$ cat config.mk
export PLATFORM = sky130hd
export DESIGN_NAME = predecode_queue
export DESIGN_NICKNAME = d
export VERILOG_FILES = /design/src/rtl/predecode_pkg.sv /design/src/rtl/predecode_lut.sv /design/src/rtl/predecode_queue.sv
export SDC_FILE = /design/constraint.sdc
export NUM_CORES = 1
export LEC_CHECK = 0
export ABC_AREA = 0
export CAP_MARGIN = 20
export CORE_MARGIN = 2
export CORE_UTILIZATION = 51
export CTS_BUF_LIST = sky130_fd_sc_hd__clkbuf_16
export DETAILED_ROUTE_END_ITERATION = 10
export GPL_ROUTABILITY_DRIVEN = 0
export GPL_TIMING_DRIVEN = 0
export PLACE_DENSITY = 0.85
export REMOVE_ABC_BUFFERS = 1
export SLEW_MARGIN = 20
export SYNTH_ARGS = -nofsm -noshare
export SYNTH_HDL_FRONTEND = slang
export SYNTH_SLANG_ARGS = --single-unit
$ cat constraint.sdc
create_clock -name clk_i -period 7.2 [get_ports clk_i]
set_input_delay 1.08 -clock clk_i [delete_from_list [all_inputs] [get_ports clk_i]]
set_output_delay 1.08 -clock clk_i [all_outputs]
set_load 0.01 [all_outputs]
$ cat src/rtl/predecode_pkg.sv
// Shared opcode constants and predecode encodings for the predecode queue.
package predecode_pkg;

  localparam logic [4:0] OPC_LOAD   = 5'b00000;
  localparam logic [4:0] OPC_STORE  = 5'b01000;
  localparam logic [4:0] OPC_R_TYPE = 5'b01100;
  localparam logic [4:0] OPC_I_TYPE = 5'b00100;
  localparam logic [4:0] OPC_BRANCH = 5'b11000;
  localparam logic [4:0] OPC_JAL    = 5'b11011;
  localparam logic [4:0] OPC_JALR   = 5'b11001;
  localparam logic [4:0] OPC_LUI    = 5'b01101;
  localparam logic [4:0] OPC_AUIPC  = 5'b00101;
  localparam logic [4:0] OPC_SYSTEM = 5'b11100;
  localparam logic [4:0] OPC_AMO    = 5'b01011;

  typedef enum logic [1:0] {
    BJ_OTHER  = 2'b00,
    BJ_JUMP   = 2'b01,
    BJ_BRANCH = 2'b10
  } bj_op_e;

  typedef enum logic [2:0] {
    IMM_NONE  = 3'b000,
    IMM_J     = 3'b001,
    IMM_S     = 3'b010,
    IMM_B     = 3'b011,
    IMM_I     = 3'b100,
    IMM_I_ALU = 3'b101
  } imm_src_e;

endpackage

$ cat src/rtl/predecode_lut.sv
// Combinational opcode table: maps instruction opcode bits to branch/jump class,
// immediate format and an illegal flag.
module predecode_lut
  import predecode_pkg::*;
(
  input  logic [4:0] opcode,
  input  logic [1:0] low_bits,
  output logic [1:0] bj_op,
  output logic [2:0] imm_src,
  output logic       illegal
);

  always_comb begin
    bj_op   = BJ_OTHER;
    imm_src = IMM_NONE;
    illegal = 1'b0;
    if (low_bits != 2'b11) begin
      illegal = 1'b1;
    end else begin
      case (opcode)
        OPC_LOAD:   imm_src = IMM_I;
        OPC_STORE:  imm_src = IMM_S;
        OPC_R_TYPE: imm_src = IMM_NONE;
        OPC_I_TYPE: imm_src = IMM_I_ALU;
        OPC_BRANCH: begin bj_op = BJ_BRANCH; imm_src = IMM_B; end
        OPC_JAL:    begin bj_op = BJ_JUMP;   imm_src = IMM_J; end
        OPC_JALR:   begin bj_op = BJ_JUMP;   imm_src = IMM_I; end
        OPC_LUI:    imm_src = IMM_NONE;
        OPC_AUIPC:  imm_src = IMM_NONE;
        OPC_SYSTEM: imm_src = IMM_I_ALU;
        OPC_AMO:    imm_src = IMM_NONE;
        default:    illegal = 1'b1;
      endcase
    end
  end

endmodule

$ cat src/rtl/predecode_queue.sv
// Fetch-to-decode FIFO that predecodes each instruction once at push time.
// Define PREDECODE_TARGET_EN to add a stored branch/jump target per entry (out_target_o).
module predecode_queue
  import predecode_pkg::*;
#(
  parameter int DEPTH = 4,
  parameter int XLEN  = 32
) (
  input  logic                     clk_i,
  input  logic                     rst_ni,
  input  logic                     flush_i,
  input  logic                     in_valid_i,
  output logic                     in_ready_o,
  input  logic [31:0]              in_instr_i,
  input  logic [XLEN-1:0]          in_pc_i,
  output logic                     out_valid_o,
  input  logic                     out_ready_i,
  output logic [31:0]              out_instr_o,
  output logic [XLEN-1:0]          out_pc_o,
  output logic [1:0]               out_branch_jump_op_o,
  output logic [2:0]               out_imm_src_o,
  output logic                     out_illegal_o,
`ifdef PREDECODE_TARGET_EN
  output logic [XLEN-1:0]          out_target_o,
`endif
  output logic [$clog2(DEPTH):0]   count_o
);

  localparam int PW = $clog2(DEPTH);
  localparam int CW = PW + 1;

  logic [31:0]     instr_q   [DEPTH];
  logic [XLEN-1:0] pc_q      [DEPTH];
  logic [1:0]      bj_q      [DEPTH];
  logic [2:0]      imm_q     [DEPTH];
  logic            illegal_q [DEPTH];

  logic [PW-1:0] wr_ptr, rd_ptr;
  logic [CW-1:0] count_q;
  logic          push, pop;

  logic [1:0] lut_bj;
  logic [2:0] lut_imm;
  logic       lut_illegal;

  predecode_lut u_lut (
    .opcode   (in_instr_i[6:2]),
    .low_bits (in_instr_i[1:0]),
    .bj_op    (lut_bj),
    .imm_src  (lut_imm),
    .illegal  (lut_illegal)
  );

  assign in_ready_o  = (count_q < CW'(DEPTH));
  assign out_valid_o = (count_q != '0);
  assign count_o     = count_q;
  assign push        = in_valid_i && in_ready_o;
  assign pop         = out_valid_o && out_ready_i;

  always_ff @(posedge clk_i) begin
    if (!rst_ni || flush_i) begin
      wr_ptr  <= '0;
      rd_ptr  <= '0;
      count_q <= '0;
    end else begin
      if (push) wr_ptr <= wr_ptr + PW'(1);
      if (pop)  rd_ptr <= rd_ptr + PW'(1);
      case ({push, pop})
        2'b10:   count_q <= count_q + CW'(1);
        2'b01:   count_q <= count_q - CW'(1);
        default: count_q <= count_q;
      endcase
    end
  end

  // Payload is cleared on reset so the head fields are never unknown.
  always_ff @(posedge clk_i) begin
    if (!rst_ni) begin
      for (int i = 0; i < DEPTH; i++) begin
        instr_q[i]   <= '0;
        pc_q[i]      <= '0;
        bj_q[i]      <= '0;
        imm_q[i]     <= '0;
        illegal_q[i] <= 1'b0;
      end
    end else if (push && !flush_i) begin
      instr_q[wr_ptr]   <= in_instr_i;
      pc_q[wr_ptr]      <= in_pc_i;
      bj_q[wr_ptr]      <= lut_bj;
      imm_q[wr_ptr]     <= lut_imm;
      illegal_q[wr_ptr] <= lut_illegal;
    end
  end

  assign out_instr_o          = instr_q[rd_ptr];
  assign out_pc_o             = pc_q[rd_ptr];
  assign out_branch_jump_op_o = bj_q[rd_ptr];
  assign out_imm_src_o        = imm_q[rd_ptr];
  assign out_illegal_o        = illegal_q[rd_ptr];

`ifdef PREDECODE_TARGET_EN
  logic [XLEN-1:0] target_q [DEPTH];
  logic [12:0]     b_imm;
  logic [20:0]     j_imm;
  logic [XLEN-1:0] in_target;

  always_comb begin
    b_imm = {in_instr_i[31], in_instr_i[7], in_instr_i[30:25], in_instr_i[11:8], 1'b0};
    j_imm = {in_instr_i[31], in_instr_i[19:12], in_instr_i[20], in_instr_i[30:21], 1'b0};
    in_target = in_pc_i + XLEN'(4);
    if (lut_bj == BJ_BRANCH)
      in_target = in_pc_i + {{(XLEN-13){b_imm[12]}}, b_imm};
    else if (lut_bj == BJ_JUMP && lut_imm == IMM_J)
      in_target = in_pc_i + {{(XLEN-21){j_imm[20]}}, j_imm};
  end

  always_ff @(posedge clk_i) begin
    if (!rst_ni) begin
      for (int i = 0; i < DEPTH; i++) target_q[i] <= '0;
    end else if (push && !flush_i) begin
      target_q[wr_ptr] <= in_target;
    end
  end

  assign out_target_o = target_q[rd_ptr];
`endif

endmodule

==> results.sh, run 1 <==
export IMPL_dieWidth_um=162
export IMPL_die_height_um=162
export IMPL_max_clock_freq_mhz=252
export IMPL_cts_htree_levels=1
export IMPL_cts_num_sinks=289
export IMPL_period_needed_ns=3.96
export IMPL_critPathMaxFanout=39
export IMPL_ir_drop_mv=0.171
export IMPL_grt_pass1_wl_um=42800
export IMPL_crit_family="simple AND/OR/NAND/NOR gates"
export IMPL_synth_area_leaders="edfxtp_1 66%, mux4_2 12%, and2_1 6.2%"
export IMPL_syn_area_per_cell_um2=16.4
export IMPL_synth_top_area_frac=0.656
export IMPL_path_depth=6
export IMPL_viasPerCell=5.68
export IMPL_dr_pass1_iters=5
export IMPL_status="complete, no violations"
export IMPL_cpMostUsedCell="buf_12"
export IMPL_rows=57
export IMPL_final_setup_skew_ns=0.0121
export IMPL_hold_depth=2
export IMPL_synthCells=773
export IMPL_cts_max_path_buffers=3
export IMPL_clk_pin_slew_ns=0.06
export IMPL_ctsHoldBuffers=0
export IMPL_post_cts_resized=0
export IMPL_grt_pass1_vias=7540
export IMPL_route_detailed_drc=0
export IMPL_synth_top_area_cell="edfxtp_1"
export IMPL_clock_latency_ns=0.55
export IMPL_grt_use_met1=0.293
export IMPL_power_mw=3.74
export IMPL_dp_cells=1208
export IMPL_cp_data_required_time_ns=7.43
export IMPL_p_per_area_nw_per_um2=237
export IMPL_io_buffer_count=143
export IMPL_diodes=0
export IMPL_finalMaxSlewViolations=0
export IMPL_post_dp_hpwl_um=17100
export IMPL_path_cells="clkdlybuf4s50_1 > nor2b_4 > buf_12 > nand4_1 > nand2_4 > buf_12"
export IMPL_coreArea_um2=24400
export IMPL_initial_core_util=0.520
export IMPL_cp_end_kind="flip-flop"
export IMPL_reg2reg_depth=7
export IMPL_rsz0062_at_grt="no"
export IMPL_slowest_delay_ns=0.92
export IMPL_areaGrowthSynthToFinish_pct=24.5
export IMPL_ys_flop_type="edfxtp_1"
export IMPL_synth_cell_types=43
export IMPL_antenna_found_initial=0
export IMPL_grt_use_met2=0.372
export IMPL_async_reset_ff_frac=0
export IMPL_postRouteAntennaNets=0
export IMPL_met3_usage=0.0301
export IMPL_routed_wl_um=27700
export IMPL_relSlewSlack=0.524
export IMPL_tightest_slew_ns=0.709
export IMPL_grt_util_all_layers=0.215
export IMPL_cts_made_buffers=30
export IMPL_vias=7169
export IMPL_finalWorstSetupSlack_ns=3.24
export IMPL_power_leakage_nw=5.84
export IMPL_layout_drive_gt1_share=0.228
export IMPL_ys_seq_elements=289
export IMPL_setup_viol=0
export IMPL_dr_first_iter_drc_count=619
export IMPL_layout_cells_non_filler=1263
export IMPL_cap_violations=0
export IMPL_place_ws_ns=2.67
export IMPL_post_drt_wl_per_cell_um=22.0
export IMPL_cp_buffers_inverters=3
export IMPL_grt_ovfl_total=0
export IMPL_hp_class="reg2reg"
export IMPL_hold_viol=0
export IMPL_cts_tree="done"
export IMPL_cpMaxStageDelayCell="clkdlybuf4s50_1"
export IMPL_grt_max_degree=40
export IMPL_syn_area_um2=12700
export IMPL_nets=987
export IMPL_dieArea_um2=26200
export IMPL_busiest_layer="met2"
export IMPL_synth_edff_count=277
export IMPL_cp_arrival_ns=4.19
export IMPL_synth_warnings=0
export IMPL_yosysSeqAreaShare=0.675
export IMPL_cts_root_buf="clkbuf_16"
export IMPL_timing_worst_setup_path_type="in2reg"
export IMPL_post_route_period_util=0.550
export IMPL_pin_count=144
export IMPL_critPathLaunchType="input port"
export IMPL_postCtsSetupRepairBufs=0
## worst min-delay path: cells and delay by family, from the launching register on
family / cells / cell delay, ns
flops: 1 / 0.32
simple gates: 1 / 0.08
compound gates: 1 / 0.06
## report_power, final
| part | switching, mW | internal, mW |
|---|---|---|
| Sequential | 0.0220 | 1.92 |
| Combinational | 0.149 | 0.158 |
| Clock | 0.622 | 0.877 |
## routing by layer
| metal | part of all wire | wire length, µm |
|---|---|---|
| met3 | 0.068 | 1870 |
| met1 | 0.40 | 11200 |
| met4 | 0.019 | 527 |
| met2 | 0.51 | 14100 |
| met5 | 0 | 0 |
## logic make-up after synthesis
family | count (synthesis) | share of synthesized area
compound gates | 14 | 0.00641
xor+xnor | 6 | 0.00414
fa+ha+maj | 2 | 0.00256
buf+inv | 68 | 0.0246
flops | 289 | 0.675
mux | 70 | 0.124
simple gates | 324 | 0.163
## final cells by class
cell class	count	area [µm²]
clock buffer	31	776
clock inverter	24	178
fill	1709	8600
inverter	10	37.5
multi-input combinational	416	3870
sequential	289	8570
tap	324	405
timing repair buffer	169	1960
## through the flow
step	util	area, µm²	hold WS [ns]	setup TNS [ns]
CTS	0.647	15800	0.495	0
global placement	0.584	14200	0.460	-642.57
global route	0.647	15800	0.517	0
finish	0.647	15800	0.503	0
detailed placement	0.608	14800	0.481	0
floorplan	-	12400	0.447	-35.90
## synthesized netlist by cell type, types with 2 or more instances
master	number
nor2_1	28
buf_6	4
xnor2_1	2
a21oi_1	4
nor4_1	2
nand2b_1	5
inv_1	10
and2_2	63
or3_1	2
o21ai_0	5
mux4_2	70
buf_4	2
edfxtp_1	277
nand3_1	7
nor3_1	5
nand2_1	11
dfxtp_1	12
clkbuf_1	37
xor2_1	4
buf_2	14
and2_1	125
nand4_1	2
and3_1	62
## registers in the layout, indices dropped and copies added, names as in the netlist, named ones only
name	flops
bj_q	8
count_o	3
wr_ptr	2
imm_q	12
illegal_q	4
rd_ptr	2
pc_q	128
instr_q	128
## final timing paths
check                                             start                         to  slack [ns]
worst max-delay path                             rst_ni  pc_q[1][30]$_SDFFCE_PN0P_        3.24
worst min-delay path               illegal_q[2]$_DFF_P_       illegal_q[2]$_DFF_P_        0.50
worst max register to register  count_o[2]$_SDFFE_PP0P_      pc_q[3][13]$_DFFE_PP_        4.32
worst min register to register     illegal_q[2]$_DFF_P_       illegal_q[2]$_DFF_P_        0.50
## layout by cell type (no fill, tap or decap), types with 2 or more instances in the layout
cell / Yosys / final
edfxtp_1: 277 / 277
clkdlybuf4s50_1: 0 / 143
and2_1: 125 / 125
mux4_2: 70 / 70
and2_2: 63 / 63
and3_1: 62 / 62
clkbuf_16: 0 / 31
nor2_1: 28 / 27
inv_1: 10 / 19
buf_16: 0 / 12
dfxtp_1: 12 / 10
nand2_1: 11 / 8
nand3_1: 7 / 7
clkinv_1: 0 / 7
buf_6: 4 / 7
nor3_1: 5 / 5
nand2b_1: 5 / 5
a21oi_1: 4 / 4
o21ai_0: 5 / 4
xor2_1: 4 / 4
clkinv_2: 0 / 4
buf_12: 0 / 4
nand2_4: 0 / 3
bufinv_16: 0 / 3
nor2b_4: 0 / 2
or3_1: 2 / 2
nor2_4: 1 / 2
nand4_1: 2 / 2
xnor2_1: 2 / 2
nor4_1: 2 / 2
dfxtp_4: 0 / 2
buf_8: 0 / 2
(Power assumes the default switching activity.)
==> run 2, diff against run 1 <==
CORE_UTILIZATION = 56   (was 51)
PLACE_DENSITY = 0.89   (was 0.85)
clock period = 3.71 ns   (was 7.2 ns; I/O delays follow)
==> run 2 against run 1 <==
- hold slack worse by 0.011 ns
- combinational power increased by 93%
- register-to-register slack lost 3.1 ns
==> results.sh, run 2 (synthesis results as in run 1) <==
export IMPL_status="complete, no violations"
export IMPL_route_detailed_drc=0
export IMPL_setup_viol=0
export IMPL_pin_count=144
export IMPL_fillers=1405
export IMPL_postRouteAntennaNets=0
export IMPL_worstHoldStart="illegal_q[2]$_DFF_P_"
export IMPL_clk_pin_slew_ns=0.06
export IMPL_critPathMaxFanout=37
export IMPL_cts_root_buf="clkbuf_16"
export IMPL_reg2reg_depth=5
export IMPL_multiInputGateArea_um2=3870
export IMPL_dr_pass1_iters=5
export IMPL_nets=986
export IMPL_die_height_um=155
export IMPL_ctsHoldBuffers=0
export IMPL_io_buffer_count=143
export IMPL_grt_max_degree=46
export IMPL_whs_ns=0.492
export IMPL_grt_util_all_layers=0.236
export IMPL_antenna_found_initial=0
export IMPL_power_leakage_nw=5.83
export IMPL_grt_pass1_vias=7730
export IMPL_post_dp_hpwl_um=17400
export IMPL_post_route_period_util=0.897
export IMPL_cts_made_buffers=29
export IMPL_grt_pass1_wl_um=43100
export IMPL_register_area_um2=8570
export IMPL_layout_cells_non_filler=1222
export IMPL_cap_violations=0
export IMPL_areaGrowthSynthToFinish_pct=24.0
export IMPL_cp_end_kind="flip-flop"
export IMPL_p_per_area_nw_per_um2=465
export IMPL_final_common_cell="edfxtp_1"
export IMPL_dp_cells=1169
export IMPL_viasPerCell=5.87
export IMPL_rows=55
export IMPL_tightest_slew_ns=0.744
export IMPL_finalMaxSlewViolations=0
export IMPL_relSlewSlack=0.503
export IMPL_clock_latency_ns=0.53
export IMPL_stdcell_area_um2=15700
export IMPL_final_setup_skew_ns=0.0109
export IMPL_placed_area_um2=14800
export IMPL_grt_ovfl_total=0
export IMPL_timing_worst_setup_path_type="in2reg"
export IMPL_cts_num_sinks=289
export IMPL_postCtsSetupRepairBufs=0
export IMPL_place_ws_ns=-0.125
export IMPL_cts_max_path_buffers=3
export IMPL_dieArea_um2=23900
export IMPL_regToRegStartpoint="count_o[2]$_SDFFE_PP0P_"
export IMPL_cp_data_required_time_ns=3.92
export IMPL_vias=7178
export IMPL_layout_common_cells="277 x edfxtp_1, 143 x clkdlybuf4s50_1, 125 x and2_1"
export IMPL_top_regs="instr_q x128, pc_q x128, imm_q x12"
export IMPL_dieWidth_um=155
export IMPL_min_to="illegal_q[2]$_DFF_P_"
export IMPL_period_needed_ns=3.33
export IMPL_max_clock_freq_mhz=300
export IMPL_cts_htree_levels=1
export IMPL_hold_viol=0
export IMPL_post_drt_wl_per_cell_um=22.6
export IMPL_finalWorstSetupSlack_ns=0.382
export IMPL_dr_first_iter_drc_count=562
export IMPL_coreArea_um2=22400
export IMPL_post_cts_resized=0
export IMPL_rsz0062_at_grt="no"
export IMPL_worstReg2RegEnd="pc_q[3][11]$_DFFE_PP_"
export IMPL_critPathLaunchType="input port"
export IMPL_initial_core_util=0.565
export IMPL_hp_class="reg2reg"
export IMPL_reg2reg_slack_ns=1.26
export IMPL_cp_arrival_ns=3.54
export IMPL_ir_drop_mv=0.364
export IMPL_cts_tree="done"
export IMPL_layout_drive_gt1_share=0.231
export IMPL_diodes=0
export IMPL_hold_depth=2
export IMPL_routed_wl_um=27600
[run 2: changes by cell type in the layout (fill, tap and decap cells not counted)]
cell,change
inv_1,-3
bufinv_16,+1
buf_12,+1
clkinv_1,-1
buf_4,+1
clkinvlp_4,+1
buf_16,-2
[run 2: worst max-delay path, stage by stage]
cell and delay (ns):
clkdlybuf4s50_1 0.95, nor2b_4 0.52, buf_12 0.24, nand4_1 0.34
nand2_4 0.56, buf_12 0.32
[run 2: per-layer routing]
metal | GRT usage | vias up | part of all wire
met4 | 0.0688 | 0 | 0.022
met5 | 0 | - | 0
met3 | 0.0331 | 50 | 0.062
met1 | 0.318 | 3639 | 0.40
met2 | 0.406 | 290 | 0.51
li1 | - | 3199 | -
[run 2: stage by stage]
step | setup TNS [ns] | util | total power, mW
CTS | 0 | 0.701 | 7.36
global placement | -1705.87 | 0.633 | 4.38
floorplan | -324.29 | - | 4.07
finish | 0 | 0.701 | 7.32
global route | 0 | 0.701 | 7.53
detailed placement | -4.52 | 0.658 | 4.43
[run 2: how the worst max path moves through the flow]
stage | cells after the start | to | startpoint
2_1_floorplan | 3 | bj_q[3][0]$_DFFE_PP_ | in_valid_i
3_3_place_gp | 4 | pc_q[3][21]$_DFFE_PP_ | in_valid_i
3_5_place_dp | 6 | instr_q[1][12]$_SDFFCE_PN0P_ | rst_ni
4_1_cts | 6 | instr_q[1][17]$_SDFFCE_PN0P_ | rst_ni
5_1_grt | 6 | instr_q[1][10]$_SDFFCE_PN0P_ | rst_ni
6_report | 6 | instr_q[1][17]$_SDFFCE_PN0P_ | rst_ni
[run 2: area by class of cell]
| type | count | area share |
|---|---|---|
| multi-input combinational | 416 | 0.246 |
| tap | 285 | 0.0227 |
| sequential | 289 | 0.544 |
| inverter | 10 | 0.00239 |
| timing repair buffer | 169 | 0.123 |
| clock inverter | 22 | 0.0127 |
| clock buffer | 31 | 0.0493 |
[run 2: report_power, final]
part / internal, mW / total [mW] / switching (mW)
registers: 3.72 / 3.76 / 0.0453
clock network: 1.77 / 2.96 / 1.19
logic: 0.306 / 0.592 / 0.286
==> run 3, diff against run 2 <==
CORE_MARGIN = unset   (was 2)
==> run 3 against run 2 <==
- the flow now finishes with violations (design-rule violations)
- final cell count fell by 0.49%
- sequential power barely moved
- hold slack improved by 0.037 ns
- wire length fell by 1.5%
- register-to-register slack got worse by 0.10 ns
- design area barely moved
- first-iteration DRC count fell by 11%
- non-clock buffer count fell by 1
- fmax rose by 0.46%
- clock power barely moved
- critical endpoint is now instr_q[1][15]$_SDFFCE_PN0P_
==> results.sh, run 3 (synthesis results as in run 1) <==
export IMPL_status="finished, violations left"
export IMPL_violations="design-rule violations"
export IMPL_ctsHoldBuffers=0
export IMPL_postRouteAntennaNets=0
export IMPL_cpMaxStageDelayCell="clkdlybuf4s50_1"
export IMPL_rows=54
export IMPL_grt_util_all_layers=0.238
export IMPL_layout_drive_gt1_share=0.230
export IMPL_grt_ovfl_total=0
export IMPL_cts_htree_levels=1
export IMPL_cts_made_buffers=29
export IMPL_cts_max_path_buffers=3
export IMPL_max_clock_freq_mhz=302
export IMPL_post_drt_wl_per_cell_um=22.4
export IMPL_diodes=0
export IMPL_cp_end_kind="flip-flop"
export IMPL_relSlewSlack=0.504
export IMPL_layout_cells_non_filler=1216
export IMPL_coreArea_um2=22000
export IMPL_dr_pass1_iters=11
export IMPL_route_detailed_drc=8
export IMPL_io_buffer_count=143
export IMPL_cp_data_required_time_ns=3.93
export IMPL_clk_pin_slew_ns=0.07
export IMPL_areaGrowthSynthToFinish_pct=24.0
export IMPL_nets=985
export IMPL_cap_violations=0
export IMPL_power_mw=7.30
export IMPL_ir_drop_mv=0.387
export IMPL_initial_core_util=0.576
export IMPL_dr_first_iter_drc_count=499
export IMPL_dieWidth_um=153
export IMPL_setup_viol=0
export IMPL_tightest_slew_ns=0.738
export IMPL_clock_latency_ns=0.54
export IMPL_setup_tns_ns=0
export IMPL_grt_pass1_wl_um=42100
export IMPL_layout_common_cells="277 x edfxtp_1, 143 x clkdlybuf4s50_1, 125 x and2_1"
export IMPL_die_height_um=153
export IMPL_dp_cells=1163
export IMPL_vias=7136
export IMPL_power_leakage_nw=5.82
export IMPL_grt_pass1_vias=7565
export IMPL_dieArea_um2=23300
export IMPL_p_per_area_nw_per_um2=464
export IMPL_final_common_cell="edfxtp_1"
export IMPL_path_cells="clkdlybuf4s50_1 > nor2b_4 > nand4_1 > nand2_4 > buf_12"
export IMPL_worstHoldStart="illegal_q[2]$_DFF_P_"
export IMPL_critPathLaunchType="input port"
export IMPL_post_dp_hpwl_um=16600
export IMPL_final_setup_skew_ns=0.0108
export IMPL_rsz0062_at_grt="no"
export IMPL_grt_max_degree=43
export IMPL_hold_viol=0
export IMPL_hp_class="reg2reg"
export IMPL_period_needed_ns=3.31
export IMPL_cp_arrival_ns=3.54
export IMPL_finalMaxSlewViolations=0
export IMPL_startpoint="rst_ni"
export IMPL_reg2reg_slack_ns=1.16
export IMPL_top_regs="instr_q x128, pc_q x128, imm_q x12"
export IMPL_fin_util=0.714
export IMPL_slowest_delay_ns=0.91
export IMPL_critPathMaxFanout=42
export IMPL_postCtsSetupRepairBufs=0
export IMPL_timing_worst_setup_path_type="in2reg"
export IMPL_pin_count=144
export IMPL_cts_num_sinks=289
export IMPL_routed_wl_um=27200
export IMPL_cts_tree="done"
export IMPL_post_route_period_util=0.893
export IMPL_viasPerCell=5.87
export IMPL_post_cts_resized=0
export IMPL_cts_root_buf="clkbuf_16"
export IMPL_regToRegStartpoint="count_o[2]$_SDFFE_PP0P_"
export IMPL_antenna_found_initial=0
run 3: routing by layer:
| layer | vias up | share of wire | wire (µm) | GRT usage |
|---|---|---|---|---|
| li1 | 3185 | - | - | - |
| met1 | 3605 | 0.39 | 10700 | 0.315 |
| met2 | 305 | 0.52 | 14000 | 0.416 |
| met3 | 41 | 0.070 | 1900 | 0.0327 |
| met4 | 0 | 0.019 | 514 | 0.0688 |
| met5 | - | 0 | 0 | 0 |
run 3: path summary, 6_finish.rpt:
path | to | cells past startpoint
max | instr_q[1][15]$_SDFFCE_PN0P_ | 5
min | illegal_q[2]$_DFF_P_ | 2
max reg2reg | count_o[2]$_SDFFE_PP0P_ | 9
min reg2reg | illegal_q[2]$_DFF_P_ | 2
run 3: area by class of cell:
class	count	area, µm²
sequential	289	8570
fill	1352	6300
multi-input combinational	416	3870
timing repair buffer	168	1940
clock buffer	29	726
tap	280	350
clock inverter	24	236
inverter	10	37.5
run 3: critical path, delay by kind of cell:
kind                   cells  cell delay (ns)
and+or+nand+nor            3             1.73
buffers and inverters      2             1.20
run 3: through the flow:
| step | hold slack, ns | cell area [µm²] | worst slack (ns) |
|---|---|---|---|
| floorplan | 0.447 | 12400 | -3.48 |
| global placement | 0.459 | 14200 | -9.42 |
| detailed placement | 0.482 | 14800 | -0.148 |
| CTS | 0.526 | 15700 | 0.419 |
| global route | 0.533 | 15700 | 0.256 |
| finish | 0.529 | 15700 | 0.397 |
run 3: where the power goes:
part	internal, mW	switching [mW]	total [mW]
registers	3.72	0.0440	3.76
clock network	1.76	1.18	2.94
logic	0.306	0.286	0.593
